### src/rtl/fifo_rd_arbiter.sv
// rtl/fifo_rd_arbiter.sv - round-robin read arbiter draining bursts from NUM_CH FWFT FIFOs (optional macro FIFO_ARB_PRIO_EN)
module fifo_rd_arbiter #(
    parameter int NUM_CH    = 4,
    parameter int CH_W      = 2,
    parameter int DATA_W    = 32,
    parameter int BURST_MAX = 8,
    parameter int CNT_W     = 3
) (
    input  logic                     clk,
    input  logic                     rst_n,
    input  logic                     clear,
    input  logic [NUM_CH-1:0]        ch_empty,
    input  logic [NUM_CH*DATA_W-1:0] ch_rdata,
    output logic [NUM_CH-1:0]        ch_inc,
    output logic                     out_valid,
    input  logic                     out_ready,
    output logic [DATA_W-1:0]        out_data,
    output logic [CH_W-1:0]          out_ch,
    output logic                     out_last,
    output logic                     busy
);

    typedef enum logic {
        IDLE  = 1'b0,
        BURST = 1'b1
    } state_t;

    localparam logic [CNT_W-1:0] CNT_LAST = CNT_W'(BURST_MAX - 1);
    localparam logic [CH_W-1:0]  CH_LAST  = CH_W'(NUM_CH - 1);

    state_t            state_q, state_d;
    logic [CH_W-1:0]   grant_q, grant_d;
    logic [CH_W-1:0]   rr_last_q, rr_last_d;
    logic [CNT_W-1:0]  burst_cnt_q, burst_cnt_d;

    logic [DATA_W-1:0] rdata_arr [NUM_CH];
    logic              any_req;
    logic [CH_W-1:0]   rr_pick;
    logic              sel_empty;
    logic [CH_W-1:0]   rr_exit;

    for (genvar gi = 0; gi < NUM_CH; gi++) begin : g_unpack
        assign rdata_arr[gi] = ch_rdata[gi*DATA_W +: DATA_W];
    end

    assign sel_empty = ch_empty[grant_q];
    assign any_req   = ~&ch_empty;

`ifdef FIFO_ARB_PRIO_EN
    // channel-0 grants leave the round-robin pointer where it was
    assign rr_exit = (grant_q != '0) ? grant_q : rr_last_q;
`else
    assign rr_exit = grant_q;
`endif

    // search downward so the last hit is the nearest channel after rr_last
    always_comb begin
        int              c;
        logic [CH_W-1:0] c_idx;
        rr_pick = '0;
        c       = 0;
        c_idx   = '0;
        for (int d = NUM_CH; d >= 1; d--) begin
            c     = (int'(rr_last_q) + d) % NUM_CH;
            c_idx = CH_W'(c);
`ifdef FIFO_ARB_PRIO_EN
            if (c_idx != '0 && !ch_empty[c_idx]) begin
                rr_pick = c_idx;
            end
`else
            if (!ch_empty[c_idx]) begin
                rr_pick = c_idx;
            end
`endif
        end
`ifdef FIFO_ARB_PRIO_EN
        if (!ch_empty[0]) begin
            rr_pick = '0;
        end
`endif
    end

    // next-state, pop strobe and handshake; clear overrides everything
    always_comb begin
        state_d     = state_q;
        grant_d     = grant_q;
        rr_last_d   = rr_last_q;
        burst_cnt_d = burst_cnt_q;
        out_valid   = 1'b0;
        ch_inc      = '0;
        if (clear) begin
            state_d     = IDLE;
            grant_d     = '0;
            rr_last_d   = CH_LAST;
            burst_cnt_d = '0;
        end else begin
            case (state_q)
                IDLE: begin
                    if (any_req) begin
                        grant_d     = rr_pick;
                        burst_cnt_d = '0;
                        state_d     = BURST;
                    end
                end
                BURST: begin
                    out_valid = !sel_empty;
                    if (sel_empty) begin
                        state_d   = IDLE;
                        rr_last_d = rr_exit;
                    end else if (out_ready) begin
                        ch_inc[grant_q] = 1'b1;
                        if (burst_cnt_q == CNT_LAST) begin
                            state_d   = IDLE;
                            rr_last_d = rr_exit;
                        end else begin
                            burst_cnt_d = burst_cnt_q + CNT_W'(1);
                        end
                    end
                end
                default: state_d = IDLE;
            endcase
        end
    end

    // state register
    always_ff @(posedge clk or negedge rst_n) begin
        if (!rst_n) begin
            state_q     <= IDLE;
            grant_q     <= '0;
            rr_last_q   <= CH_LAST;
            burst_cnt_q <= '0;
        end else begin
            state_q     <= state_d;
            grant_q     <= grant_d;
            rr_last_q   <= rr_last_d;
            burst_cnt_q <= burst_cnt_d;
        end
    end

    assign out_data = out_valid ? rdata_arr[grant_q] : '0;
    assign out_ch   = grant_q;
    assign out_last = out_valid && (burst_cnt_q == CNT_LAST);
    assign busy     = (state_q == BURST);

endmodule

### config.mk
export PLATFORM = sky130hd
export DESIGN_NAME = fifo_rd_arbiter
export DESIGN_NICKNAME = d
export VERILOG_FILES = /design/src/rtl/fifo_rd_arbiter.sv
export SDC_FILE = /design/constraint.sdc
export NUM_CORES = 1
export LEC_CHECK = 0
export ABC_AREA = 1
export CAP_MARGIN = 20
export CELL_PAD_IN_SITES_DETAIL_PLACEMENT = 1
export CELL_PAD_IN_SITES_GLOBAL_PLACEMENT = 2
export CORE_MARGIN = 5
export CORE_UTILIZATION = 14
export CTS_BUF_LIST = sky130_fd_sc_hd__clkbuf_4
export DETAILED_ROUTE_END_ITERATION = 10
export MAX_ROUTING_LAYER = met4
export PLACE_DENSITY_LB_ADDON = 0.12
export RECOVER_POWER = 100
export SYNTH_ARGS = -nofsm -noshare
export SYNTH_HDL_FRONTEND = slang
export SYNTH_SLANG_ARGS = --single-unit
### constraint.sdc
create_clock -name clk -period 1.7 [get_ports clk]
set_input_delay 0.425 -clock clk [delete_from_list [all_inputs] [get_ports clk]]
set_output_delay 0.425 -clock clk [all_outputs]
set_load 0.03 [all_outputs]
==> run summary <==
CP Capture Type = output port
cell area power density = 900 nW/um^2
Synth Area in Adders = 1.30%
syn nets = 444
Layout Skew = 15.6 ps
post-synthesis compound-gate area fraction = 24.6%
final setup margin = -498 ps
commonest register cell after synthesis = dfrtp_1
Synth cell types = 24
P&R area growth vs syn = 162%
fin nets = 649
Post-DRT Antenna Nets = 0
CTS root buf = clkbuf_4
Bufs and invs on worst path = 3
Tightest Pin Transition = 389 ps
layout cells sized above 1 = 32.2%
DRC viols = 0
XOR/XNOR share of the synthesized area = 0%
worst hold path class = register to register
Worst-Skew Late Latency = 260 ps
CP required = 1270 ps
fin crit share = 129%
Iter 0 DRT Violations = 85
row cnt = 43
Yosys top cell by area = nand3_1
Pleak = 1.81 nW
gr usage total = 14.7%
top cells by area, synth = nand3_1 35%, a41oi_2 17%, nand2_1 9.9%
Max stage delay on crit path = 470 ps
CTS Hold Bufs = 0
total gr overflow = 0
slowest CP cell = dfrtp_2
Min Clock Period, post-route = 2200 ps
die area = 16200 um^2
Ant. Diodes = 0
initial antenna violation count = 0
htree depth = 1
final number of max-transition violations = 0
TritonCTS clock tree = done
core area = 13700 um^2
mux contribution to synthesized area = 0%
Syn. warnings = 0
Crit path top cell by count = nand2_2
Netlist Area Pre-Place = 1930 um^2
die width = 127 um
IO Pins = 177
Die Span Y = 127 um
DP HPWL = 9.36 mm
EDFF count, synth = 0
commonest non-fill, non-tap cell in the layout = nand3_1
DR vias/cell = 4.55
first-pass GRT wire length = 18.9 mm
total CTS buffers = 3
failing checks = negative setup slack
post-route setup TNS = -17210 ps
largest net degree at the start of global routing = 41
port buffer count = 176
CP Class = register to output port
vias in the first global route = 3433
first drt pass iteration count = 4
Crit path max-delay family = buffers and inverters
CP Data Arrival Time = 1770 ps
Place WS = -666 ps
status = finished, violations left
Synth Area per Inst = 6.31 um^2
CTS clk-pin slew, worst paths = 70 ps
instance count of the mapped netlist = 306
# clock sinks = 8
Starting Density = 14.1%
CTS Buffer Depth = 2
Critical Path Start Type = register
Placer Congestion = 0.775
largest family of logic cells by synthesized area = simple AND/OR/NAND/NOR gates
most frequent cells in the layout = 131 x nand3_1, 128 x clkdlybuf4s50_1, 49 x nand2_1
post-synth top area share = 35.2%
Post-Synth Simple-Gate Area = 49.8%
fraction of registers with async set/reset = 100%
routed wire length = 12.7 mm
Relative slew margins = 74.0%
MaxCap Viol Count = 0
crit path max fanout = 6
RSZ-0062 raised after global routing = true
Seq cells post-synth = 8
endpoints failing setup = 38
Seq/Total Area, Yosys = 10.5%
routed len/inst = 18.4 um
Hold Fails Final Rpt = 0
Final Util = 36.9%
Via Count = 3138
Peak VDD IR = 0.385 mV
max frequency = 455 MHz
worst path cell trace = nand2_2, o21ai_2, nand2_2, nand3_4, buf_4, clkbuf_16, a41oi_4, buf_6
## cell type report
class                      instances  area, um^2
multi-input combinational        246        1990
sequential                         8         206
inverter                          17        70.1
fill                            1590        8660
timing repair buffer             235        2540
tap                              180         225
clock buffer                       4        30.0
## routing by layer
metal	GRT usage, %	routed length, um
met5	-	0
met4	2.27	148
met3	3.14	785
met2	25.3	6400
met1	18.1	5380
## Yosys cell counts (4+ instances only)
library cell,instances
a41oi_1,12
buf_4,7
nor4_1,4
buf_6,4
buf_2,12
nor2_1,5
dfrtp_1,6
clkbuf_1,12
nand3_1,136
o21ai_0,6
a41oi_2,20
inv_1,15
nand2_1,51
## worst reg2reg max path: cells and delay by family, from the launching register on
| family | cells | cell delay (ps) |
|---|---|---|
| buffers and inverters | 1 | 130 |
| and+or+nand+nor | 8 | 680 |
| DFF | 1 | 610 |
## sequential cells by signal (all words and copies together) (netlist names)
| name | cells |
|---|---|
| busy | 1 |
| burst_cnt_q | 3 |
| out_ch | 2 |
| rr_last_q | 2 |
## metrics by stage
| stage | area (um^2) | instances | hold slack [ps] | power, mW |
|---|---|---|---|---|
| floorplan | 2410 | 306 | 129 | 2.52 |
| global placement | 4510 | 667 | 474 | 3.85 |
| detailed placement | 4510 | 667 | 482 | 3.89 |
| CTS | 4860 | 683 | 458 | 4.38 |
| global route | 5060 | 690 | 534 | 4.93 |
| finish | 5060 | 690 | 492 | 4.56 |
## worst paths after layout
path / start / end / slack [ps] / depth (start not counted)
setup / recovery: out_ch[0] / out_data[21] / -500 / 8
hold / removal: burst_cnt_q[1] / burst_cnt_q[1] / 490 / 2
setup reg to reg: rr_last_q[0] / out_ch[0] / 190 / 9
hold reg to reg: burst_cnt_q[1] / burst_cnt_q[1] / 490 / 2
max in group asynchronous: rst_n / rr_last_q[0] / 860 / 1
min in group asynchronous: rst_n / burst_cnt_q[2] / 510 / 1
## cells by family after synthesis
kind of cell | count (synthesis)
buffers and inverters | 52
adders and majority gates | 2
and+or+nand+nor | 203
AOI/OAI and AO/OA | 41
DFF | 8
## repair_timing
item	4_1_cts	5_1_grt
pin swaps	6	4
setup buffers	9	2
gates resized for setup	54	15
cloned	3	5
setup endpoints to repair	39	41
## where the power goes
part | internal [mW] | switching [mW]
combinational | 1.78 | 2.24
sequential | 0.269 | 0.0833
clock | 0.106 | 0.0785
total | 2.15 | 2.40
Power figures use the tool's default switching activity.
